## src/rtl/snake_pkg.sv

```systemverilog
`default_nettype none
// ============================================================================
//  Module      : snake_pkg
//  Description : Shared direction encoding, helpers and grid constants.
//  Revision    : 1.0
// ============================================================================
package snake_pkg;

    localparam logic [1:0] DIR_RIGHT = 2'd0;
    localparam logic [1:0] DIR_UP    = 2'd1;
    localparam logic [1:0] DIR_LEFT  = 2'd2;
    localparam logic [1:0] DIR_DOWN  = 2'd3;

    localparam int GRID_SIZE_X = 16;
    localparam int GRID_SIZE_Y = 16;

    // Flipping the MSB maps right<->left and up<->down.
    function automatic logic [1:0] opposite_dir(input logic [1:0] d);
        return d ^ 2'b10;
    endfunction

endpackage : snake_pkg
`default_nettype wire

```

## src/rtl/dir_cmd_queue_if.sv

```systemverilog
`default_nettype none
// ============================================================================
//  Module      : dir_cmd_queue_if
//  Description : Key/step inputs and queued-direction outputs of the queue.
//  Revision    : 1.0
// ============================================================================
interface dir_cmd_queue_if #(
    parameter int DEPTH = 4
) ();
    logic                         start;
    logic [1:0]                   key_dir;
    logic                         key_valid;
    logic                         step;
    logic [1:0]                   dir_out;
    logic [$clog2(DEPTH+1)-1:0]   count;
    logic                         full;
    logic                         empty;
    logic                         dropped;

    modport master (
        output start, key_dir, key_valid, step,
        input  dir_out, count, full, empty, dropped
    );

    modport slave (
        input  start, key_dir, key_valid, step,
        output dir_out, count, full, empty, dropped
    );
endinterface : dir_cmd_queue_if
`default_nettype wire

```

## src/rtl/dir_fifo.sv

```systemverilog
`default_nettype none
// ============================================================================
//  Module      : dir_fifo
//  Description : DEPTH x 2-bit circular FIFO exposing head and tail entries.
//  Revision    : 1.0
// ============================================================================
module dir_fifo #(
    parameter int DEPTH = 4
) (
    input  wire logic                       clk,
    input  wire logic                       rst,
    input  wire logic                       flush_i,
    input  wire logic                       push_i,
    input  wire logic                       pop_i,
    input  wire logic [1:0]                 wdata_i,
    output logic      [1:0]                 rdata_o,
    output logic      [1:0]                 tail_o,
    output logic      [$clog2(DEPTH+1)-1:0] count_o
);
    localparam int PTR_W = $clog2(DEPTH);
    localparam int CNT_W = $clog2(DEPTH+1);

    logic [1:0]       mem_q [DEPTH];
    logic [PTR_W-1:0] wr_ptr_q;
    logic [PTR_W-1:0] rd_ptr_q;
    logic [CNT_W-1:0] count_q;
    logic             w_push;
    logic             w_pop;

    // Occupancy guards keep the FIFO safe even if a caller misbehaves.
    assign w_push = push_i & (count_q != CNT_W'(DEPTH));
    assign w_pop  = pop_i  & (count_q != '0);

    always_ff @(posedge clk or posedge rst) begin
        if (rst) begin
            wr_ptr_q <= '0;
            rd_ptr_q <= '0;
            count_q  <= '0;
            for (int i = 0; i < DEPTH; i++) begin
                mem_q[i] <= 2'd0;
            end
        end else if (flush_i) begin
            wr_ptr_q <= '0;
            rd_ptr_q <= '0;
            count_q  <= '0;
        end else begin
            if (w_push) begin
                mem_q[wr_ptr_q] <= wdata_i;
                wr_ptr_q        <= wr_ptr_q + 1'b1;
            end
            if (w_pop) begin
                rd_ptr_q <= rd_ptr_q + 1'b1;
            end
            case ({w_push, w_pop})
                2'b10:   count_q <= count_q + 1'b1;
                2'b01:   count_q <= count_q - 1'b1;
                default: count_q <= count_q;
            endcase
        end
    end

    assign rdata_o = mem_q[rd_ptr_q];
    assign tail_o  = mem_q[wr_ptr_q - 1'b1];
    assign count_o = count_q;

endmodule : dir_fifo
`default_nettype wire

```

## src/rtl/dir_cmd_queue.sv

```systemverilog
`default_nettype none
// ============================================================================
//  Module      : dir_cmd_queue
//  Description : Filters direction key presses and releases one per game step.
//  Revision    : 1.0
// ============================================================================
module dir_cmd_queue
    import snake_pkg::*;
#(
    parameter int         DEPTH    = 4,
    parameter logic [1:0] INIT_DIR = DIR_RIGHT
) (
    input  wire logic       clk,
    input  wire logic       rst,
    dir_cmd_queue_if.slave  bus
);
    localparam int CNT_W = $clog2(DEPTH+1);

    logic [1:0]       dir_out_q;
    logic [1:0]       dir_out_d;
    logic             dropped_q;
    logic             dropped_d;
    logic [1:0]       w_head;
    logic [1:0]       w_tail;
    logic [CNT_W-1:0] w_count;
    logic             w_full;
    logic             w_empty;
    logic [1:0]       w_ref_dir;
    logic             w_accept;
    logic             w_push;
    logic             w_pop;

    assign w_full  = (w_count == CNT_W'(DEPTH));
    assign w_empty = (w_count == '0);

    // Compare against the newest accepted command, not the one on screen.
    assign w_ref_dir = w_empty ? dir_out_q : w_tail;
    assign w_accept  = (bus.key_dir != w_ref_dir) &&
                       (bus.key_dir != opposite_dir(w_ref_dir));
    assign w_push    = bus.key_valid & ~bus.start & ~w_full & w_accept;
    assign w_pop     = bus.step & ~bus.start & ~w_empty;

    dir_fifo #(
        .DEPTH (DEPTH)
    ) u_fifo (
        .clk     (clk),
        .rst     (rst),
        .flush_i (bus.start),
        .push_i  (w_push),
        .pop_i   (w_pop),
        .wdata_i (bus.key_dir),
        .rdata_o (w_head),
        .tail_o  (w_tail),
        .count_o (w_count)
    );

    always_comb begin
        dir_out_d = dir_out_q;
        dropped_d = 1'b0;
        if (bus.start) begin
            dir_out_d = INIT_DIR;
        end else begin
            if (w_pop) begin
                dir_out_d = w_head;
            end
            dropped_d = bus.key_valid & ~w_push;
        end
    end

    always_ff @(posedge clk or posedge rst) begin
        if (rst) begin
            dir_out_q <= INIT_DIR;
            dropped_q <= 1'b0;
        end else begin
            dir_out_q <= dir_out_d;
            dropped_q <= dropped_d;
        end
    end

    assign bus.dir_out = dir_out_q;
    assign bus.dropped = dropped_q;
    assign bus.count   = w_count;
    assign bus.full    = w_full;
    assign bus.empty   = w_empty;

endmodule : dir_cmd_queue
`default_nettype wire

```

## src/flat_wrapper.sv

```systemverilog
// flat-port wrapper written by rule: the top's interface ports become plain ports
module dir_cmd_queue_flat import snake_pkg::*;
#(
    parameter int         DEPTH    = 4,
    parameter logic [1:0] INIT_DIR = DIR_RIGHT
)
  (clk, rst, bus_start, bus_key_dir, bus_key_valid, bus_step, bus_dir_out, bus_count, bus_full, bus_empty, bus_dropped);
  dir_cmd_queue_if #(.DEPTH(DEPTH)) bus_i ();
  input  wire logic clk;
  input  wire logic rst;
  input wire logic [$bits(bus_i.start)-1:0] bus_start;
  input wire logic [$bits(bus_i.key_dir)-1:0] bus_key_dir;
  input wire logic [$bits(bus_i.key_valid)-1:0] bus_key_valid;
  input wire logic [$bits(bus_i.step)-1:0] bus_step;
  output wire logic [$bits(bus_i.dir_out)-1:0] bus_dir_out;
  output wire logic [$bits(bus_i.count)-1:0] bus_count;
  output wire logic [$bits(bus_i.full)-1:0] bus_full;
  output wire logic [$bits(bus_i.empty)-1:0] bus_empty;
  output wire logic [$bits(bus_i.dropped)-1:0] bus_dropped;
  assign bus_i.start = bus_start;
  assign bus_i.key_dir = bus_key_dir;
  assign bus_i.key_valid = bus_key_valid;
  assign bus_i.step = bus_step;
  assign bus_dir_out = bus_i.dir_out;
  assign bus_count = bus_i.count;
  assign bus_full = bus_i.full;
  assign bus_empty = bus_i.empty;
  assign bus_dropped = bus_i.dropped;
  dir_cmd_queue #(.DEPTH(DEPTH), .INIT_DIR(INIT_DIR)) u_core (.clk(clk), .rst(rst), .bus(bus_i));
endmodule
```

## config.mk

```make
export PLATFORM = sky130hd
export DESIGN_NAME = dir_cmd_queue_flat
export DESIGN_NICKNAME = d
export VERILOG_FILES = /design/src/rtl/snake_pkg.sv /design/src/rtl/dir_cmd_queue_if.sv /design/src/rtl/dir_fifo.sv /design/src/rtl/dir_cmd_queue.sv /design/src/flat_wrapper.sv
export SDC_FILE = /design/constraint.sdc
export NUM_CORES = 1
export LEC_CHECK = 0
export CAP_MARGIN = 0
export CORE_UTILIZATION = 57
export CTS_CLUSTER_SIZE = 20
export DETAILED_ROUTE_END_ITERATION = 10
export PLACE_DENSITY = 0.89
export SYNTH_ARGS = -nofsm -noshare
export SYNTH_HDL_FRONTEND = slang
export SYNTH_SLANG_ARGS = --single-unit
```

## constraint.sdc

```tcl
create_clock -name clk -period 3.9 [get_ports clk]
set_input_delay 0.975 -clock clk [delete_from_list [all_inputs] [get_ports clk]]
set_output_delay 0.975 -clock clk [all_outputs]
set_load 0.01 [all_outputs]
```

### Word level (Yosys, flattened, before mapping)

Index checks and enable logic that the tools add are counted.

* logic and storage cells: 68
* bits of input ports: 7
* memories: 0
* bits in writable memories: 0
* register bits after elaboration: 18
* bits in latches: 0
* memory bits (read-only): 0

* multiplexer cells: 19
* equal/unequal tests: 6
* add/sub/neg operators: 5
* multiply operators: 0
* bitwise logic cells: 16
* magnitude comparators: 4
* shift-type cells: 0
* divide/modulo/power cells: 0
* reductions and logical operators: 9

Operators by type and width (number)
* $mux 2: 12
* $ge 3x3->1 const B: 3
* $not 2->3: 3
* $and 1x1->1: 8
* $bmux 2 s2: 2
* $bwmux 8: 1
* $pmux 3 s2: 1
* $reduce_bool 2->1: 3
* $reduce_bool 3->1: 2
* $not 1->1: 5
* $add 2x1->2 const B: 2
* $demux 2 s2: 1
* $ne 2x2->1: 2
* $add 3x1->3 const B: 1
* $eq 3x3->1 const B: 1
* $logic_not 3->1: 1
* $lt 3x1->1 const B: 1
* $mux 3: 1
* $ne 3x3->1 const B: 1
* $sub 3x1->3 const B: 1
* $eq 2x1->1 const B: 1
* $eq 2x2->1 const B: 1
* $logic_and 1x1->1: 2
* $reduce_and 2->1: 1
* 2 further kinds: 2

### Logic depth before layout (Yosys ltp)

* depth in word-level cells: 14
* mapped depth: 11
* gate-level depth less buffers: 11

### Hierarchy

From an unflattened synthesis, not the netlist that was laid out.

* cells, all modules: 107
* area, all modules: 1222.4 um^2

Modules (own cells, without submodules)
* dir_fifo: instances 1, area an instance 1027.2 um^2, cells each 89
* dir_cmd_queue: instances 1, area an instance 195.2 um^2, cells each 18

### Worst setup path before layout

OpenSTA, ideal clock, no wires.

* path type: input to register
* start: in bus_key_dir[0]
* end: reg u_core.u_fifo.count_q[2] (netlist: u_core.u_fifo.count_o[2])
* cell stages on the path: 9
* setup slack: 0.988 ns
* path buffers: 1
* data arrival time: 2.846 ns
* setup time: 0.065 ns
* required time: 3.835 ns
* cell sequence: clkbuf_1 -> inv_1 -> or4_4 -> nand3_4 -> nor3_1 -> fa_1 -> nor4_1 -> o21bai_1 -> nand2_1

* word-level cells in the longest chain between the ends: 7

Ends and longest elaborated chain
* start, declared: RTL line flat_wrapper.sv:12 `input wire logic [$bits(bus_i.key_dir)-1:0] bus_key_dir;`
* $ne 2x2->1 (on tied branches): RTL line dir_cmd_queue.sv:38, dir_cmd_queue.sv:39
* $logic_and 1x1->1 *: RTL line dir_cmd_queue.sv:38 `assign w_accept = (bus.key_dir != w_ref_dir) &&`
* $and 1x1->1 *: RTL line dir_cmd_queue.sv:40 `assign w_push = bus.key_valid & ~bus.start & ~w_full & w_accept;`
* $and 1x1->1 *: RTL line dir_fifo.sv:31 `assign w_push = push_i & (count_q != CNT_W'(DEPTH));`
* $eq 2x1->1 or $eq 2x2->1 (tied branches): RTL line dir_fifo.sv:54 `case ({w_push, w_pop})`
* $pmux 3 s2: RTL line dir_fifo.sv:54
* $mux 3: RTL line dir_fifo.sv:42 `end else if (flush_i) begin`
* end signal, assigned: RTL line dir_fifo.sv:55 `2'b10: count_q <= count_q + 1'b1;`
* end signal, assigned: RTL line dir_fifo.sv:56 `2'b01: count_q <= count_q - 1'b1;`
* end signal, assigned: RTL line dir_fifo.sv:57 `default: count_q <= count_q;`
* end, declared: RTL line dir_fifo.sv:26 `logic [CNT_W-1:0] count_q;`

Every way passes the cells marked *; elsewhere a longest branch is shown, timed or not.
A chain may end at the register's enable or synchronous reset.

### Worst setup path after layout

Ends and elaborated chain as after synthesis.

==> impl_metrics.csv <==
group,metric,value,unit
status,status,"complete, no violations",
clock_tree,clock_latency,0.28,ns
die,io_pins,15,
grt,antenna_found_initial,0,
clock_tree,clock-sinks,18,
yosys,ys_warn_count,0,
job,drv_cap,0,
min_path,hold_depth,1,
timing,slew_headroom,53.9,%
clock_tree,post-cts-setup-buffers,0,
yosys,synth_cell_types,32,
worst_setup_path,critPathSlowestCell,"clkdlybuf4s50_1",
clock_tree,cts_made_buffers,3,
drt,viasPerCell,5.57,
grt,grt_usage,24.5,%
timing,setup_viol,0,
die,rows,15,
worst_setup_path,rr_worst_depth,11,
drt,post_drt_wl_per_cell,15.6,um
clock_tree,cts_resized,0,
yosys,avgSynthCellArea,11.0,um^2
pwr,power.density,625,nW/um^2
timing,fin_worst_skew,0.00502,ns
worst_setup_path,endpoint_kind,"flop",
worst_setup_path,cp_max_fo,10,
final_layout,layout-drive-gt1-share,14.9,%
clock_tree,htreeDepth,1,
grt,grt_max_degree,19,
yosys,ys_ff_latch,18,
yosys,synth_area_leaders,"dfrtp_1 (42%), mux2_1 (6.3%), mux4_2 (6.3%)",
clock_tree,cts-root-buf,"clkbuf_4",
final_layout,antenna_cells,0,
pwr,cellLeakagePower,0.573,nW
timing,fin_setup_tns,0,ns
drt,drc,0,
final_layout,area_growth,18.4,%
yosys,syn_area,1070,um^2
timing,hold_violations,0,
final_layout,stdcell_count,139,
worst_setup_path,arrival,3.36,ns
worst_setup_path,path_class,"input port to flop",
timing,rsz0062_at_grt,"false",
worst_setup_path,crit_chain,"clkdlybuf4s50_1, xnor2_1, or4_1, nand3_4, nor3_1, fa_1, nor2_1, nor2_1, o21bai_1, nand2_1",
drt,firstDrtPassIters,4,
yosys,syn_inst,98,
final_layout,nets,128,
final_layout,fin_util,72.8,%
clock_tree,postCtsHoldBufs,0,
placement,gp_congestion,0.910,
drt,vias,774,
grt,grt_pass1_vias,755,
yosys,synth_seq_area_share,42.0,%
timing,fin_crit_sh,81.5,%
timing,worst_slew_pin_slew,0.691,ns
yosys,synth_area_leader_cell,"dfrtp_1",
worst_setup_path,crit_required,4.08,ns
placement,place.port_buffers,14,
drt,antenna_left,0,
worst_setup_path,cp.depth,10,
drt,drt-total-wl,2160,um
worst_setup_path,critPathMaxStageDelay,0.66,ns
clock_tree,clock_path_buffers,2,
die,start_util,61.5,%
placement,dp.cells,136,
pwr,ir_drop,382,uV
worst_setup_path,crit_buf_inv,1,
grt,grt_pass1_wl,3500,um
clock_tree,clk_pin_slew_worst_paths,0.09,ns
worst_setup_path,start_kind,"input port",
die,dieArea,2060,um^2
timing,fmax,315,MHz
clock_tree,cts_tree,"done",
worst_setup_path,path_delay_family,"simple AND/OR/NAND/NOR gates",
grt,overflow,0,
yosys,synth_top_area_share,42.0,%
yosys,syn-num-nets,110,
timing,min_period,3.18,ns
die,die_x,45.4,um
die,die_h,45.4,um
drt,drt_iter0_markers,23,
timing,maxSlewViolCount,0,
worst_setup_path,cpMostUsedCell,"nor2_1",
min_path,min_path_type,"flop to flop",
placement,dpl.hpwl,1710,um
die,coreArea,1750,um^2
==> through the flow <==
stage | area, um^2 | hold slack [ns] | setup slack, ns | power, mW
2_1_floorplan | 1070 | 0.459 | 0.988 | 0.559
3_3_place_gp | 1250 | 0.476 | 0.557 | 0.689
3_5_place_dp | 1250 | 0.484 | 0.417 | 0.711
4_1_cts | 1270 | 0.506 | 0.722 | 0.800
5_1_grt | 1270 | 0.523 | 0.583 | 0.851
6_report | 1270 | 0.503 | 0.721 | 0.794
==> state kept, by name (all words and copies together) (netlist names) <==
register                cells
u_core.u_fifo.wr_ptr_q      2
u_core.u_fifo.mem_q         8
u_core.u_fifo.count_o       3
u_core.u_fifo.rd_ptr_q      2
u_core.bus.dropped          1
u_core.bus.dir_out          2
==> routing by layer <==
metal,vias up,GRT usage (%),part of all wire [%]
met5,-,0,0
met4,0,8.48,0.55
met3,2,3.97,3.1
met2,16,41.7,52
met1,377,31.5,45
li1,379,-,-
==> cells in the mapped netlist (all sizes together) <==
master,instances
or2,1
a21oi,3
nor4,1
mux2i,4
mux4,3
nor3b,1
mux2,8
or4,3
clkbuf,3
or4b,1
xnor2,3
nand4,2
ha,4
inv,5
o2111ai,1
nand2,6
nand3,1
nand4b,1
and2,1
dfrtp,18
fa,1
o21ai,4
o21bai,1
nor2,11
nand2b,4
or3,1
o31ai,1
nor3,4
nor2b,1
==> final timing paths <==
check	startpoint	end	slack (ns)
worst max-delay path	bus_key_dir[0]	u_core.u_fifo.count_o[2]$_DFFE_PP0P_	0.72
worst min register to register	u_core.u_fifo.mem_q[7]$_DFFE_PP0P_	u_core.u_fifo.mem_q[7]$_DFFE_PP0P_	0.50
min in group asynchronous	rst	u_core.u_fifo.rd_ptr_q[0]$_DFFE_PP0P_	1.09
worst max register to register	u_core.u_fifo.wr_ptr_q[0]$_DFFE_PP0P_	u_core.u_fifo.count_o[2]$_DFFE_PP0P_	1.07
max in group asynchronous	rst	u_core.u_fifo.count_o[1]$_DFFE_PP0P_	2.37
worst min-delay path	u_core.u_fifo.mem_q[7]$_DFFE_PP0P_	u_core.u_fifo.mem_q[7]$_DFFE_PP0P_	0.50
==> placed cells by master, fill, tap and decap left out, types with 3 or more instances in the layout <==
cell type,count
mux2i_1,4
nor3_1,4
mux2_1,6
clkbuf_4,3
nor2_1,11
a21oi_1,3
nand2b_1,4
dfrtp_1,18
xnor2_1,3
o21ai_0,4
ha_1,4
clkdlybuf4s50_1,14
inv_1,5
nand2_2,4
mux4_2,3
==> where the power goes <==
part           internal [mW]  switching [mW]  total (mW)
clock                 0.0358          0.0509      0.0867
combinational          0.213           0.185       0.397
sequential             0.242          0.0688       0.310
==> layout make-up <==
type,instances,area [um^2]
Clock buffer,3,22.5
Fill cell,125,474
Inverter,5,18.8
Multi-Input combinational cell,72,593
Sequential cell,18,450
Tap cell,25,31.3
Timing Repair Buffer,16,155
==> cells by family (layout without fill, tap and decap cells) <==
| family | Yosys count | count (layout) | share of synthesized area (%) |
|---|---|---|---|
| AOI/OAI and AO/OA | 10 | 10 | 5.48 |
| buffers and inverters | 8 | 24 | 2.80 |
| xor gates and xnor gates | 3 | 3 | 2.45 |
| and+or+nand+nor | 39 | 39 | 21.7 |
| adders and majority gates | 5 | 5 | 6.53 |
| muxes | 15 | 15 | 19.1 |
| DFF | 18 | 18 | 42.0 |
Note: power is estimated with default switching activity, not from simulation.
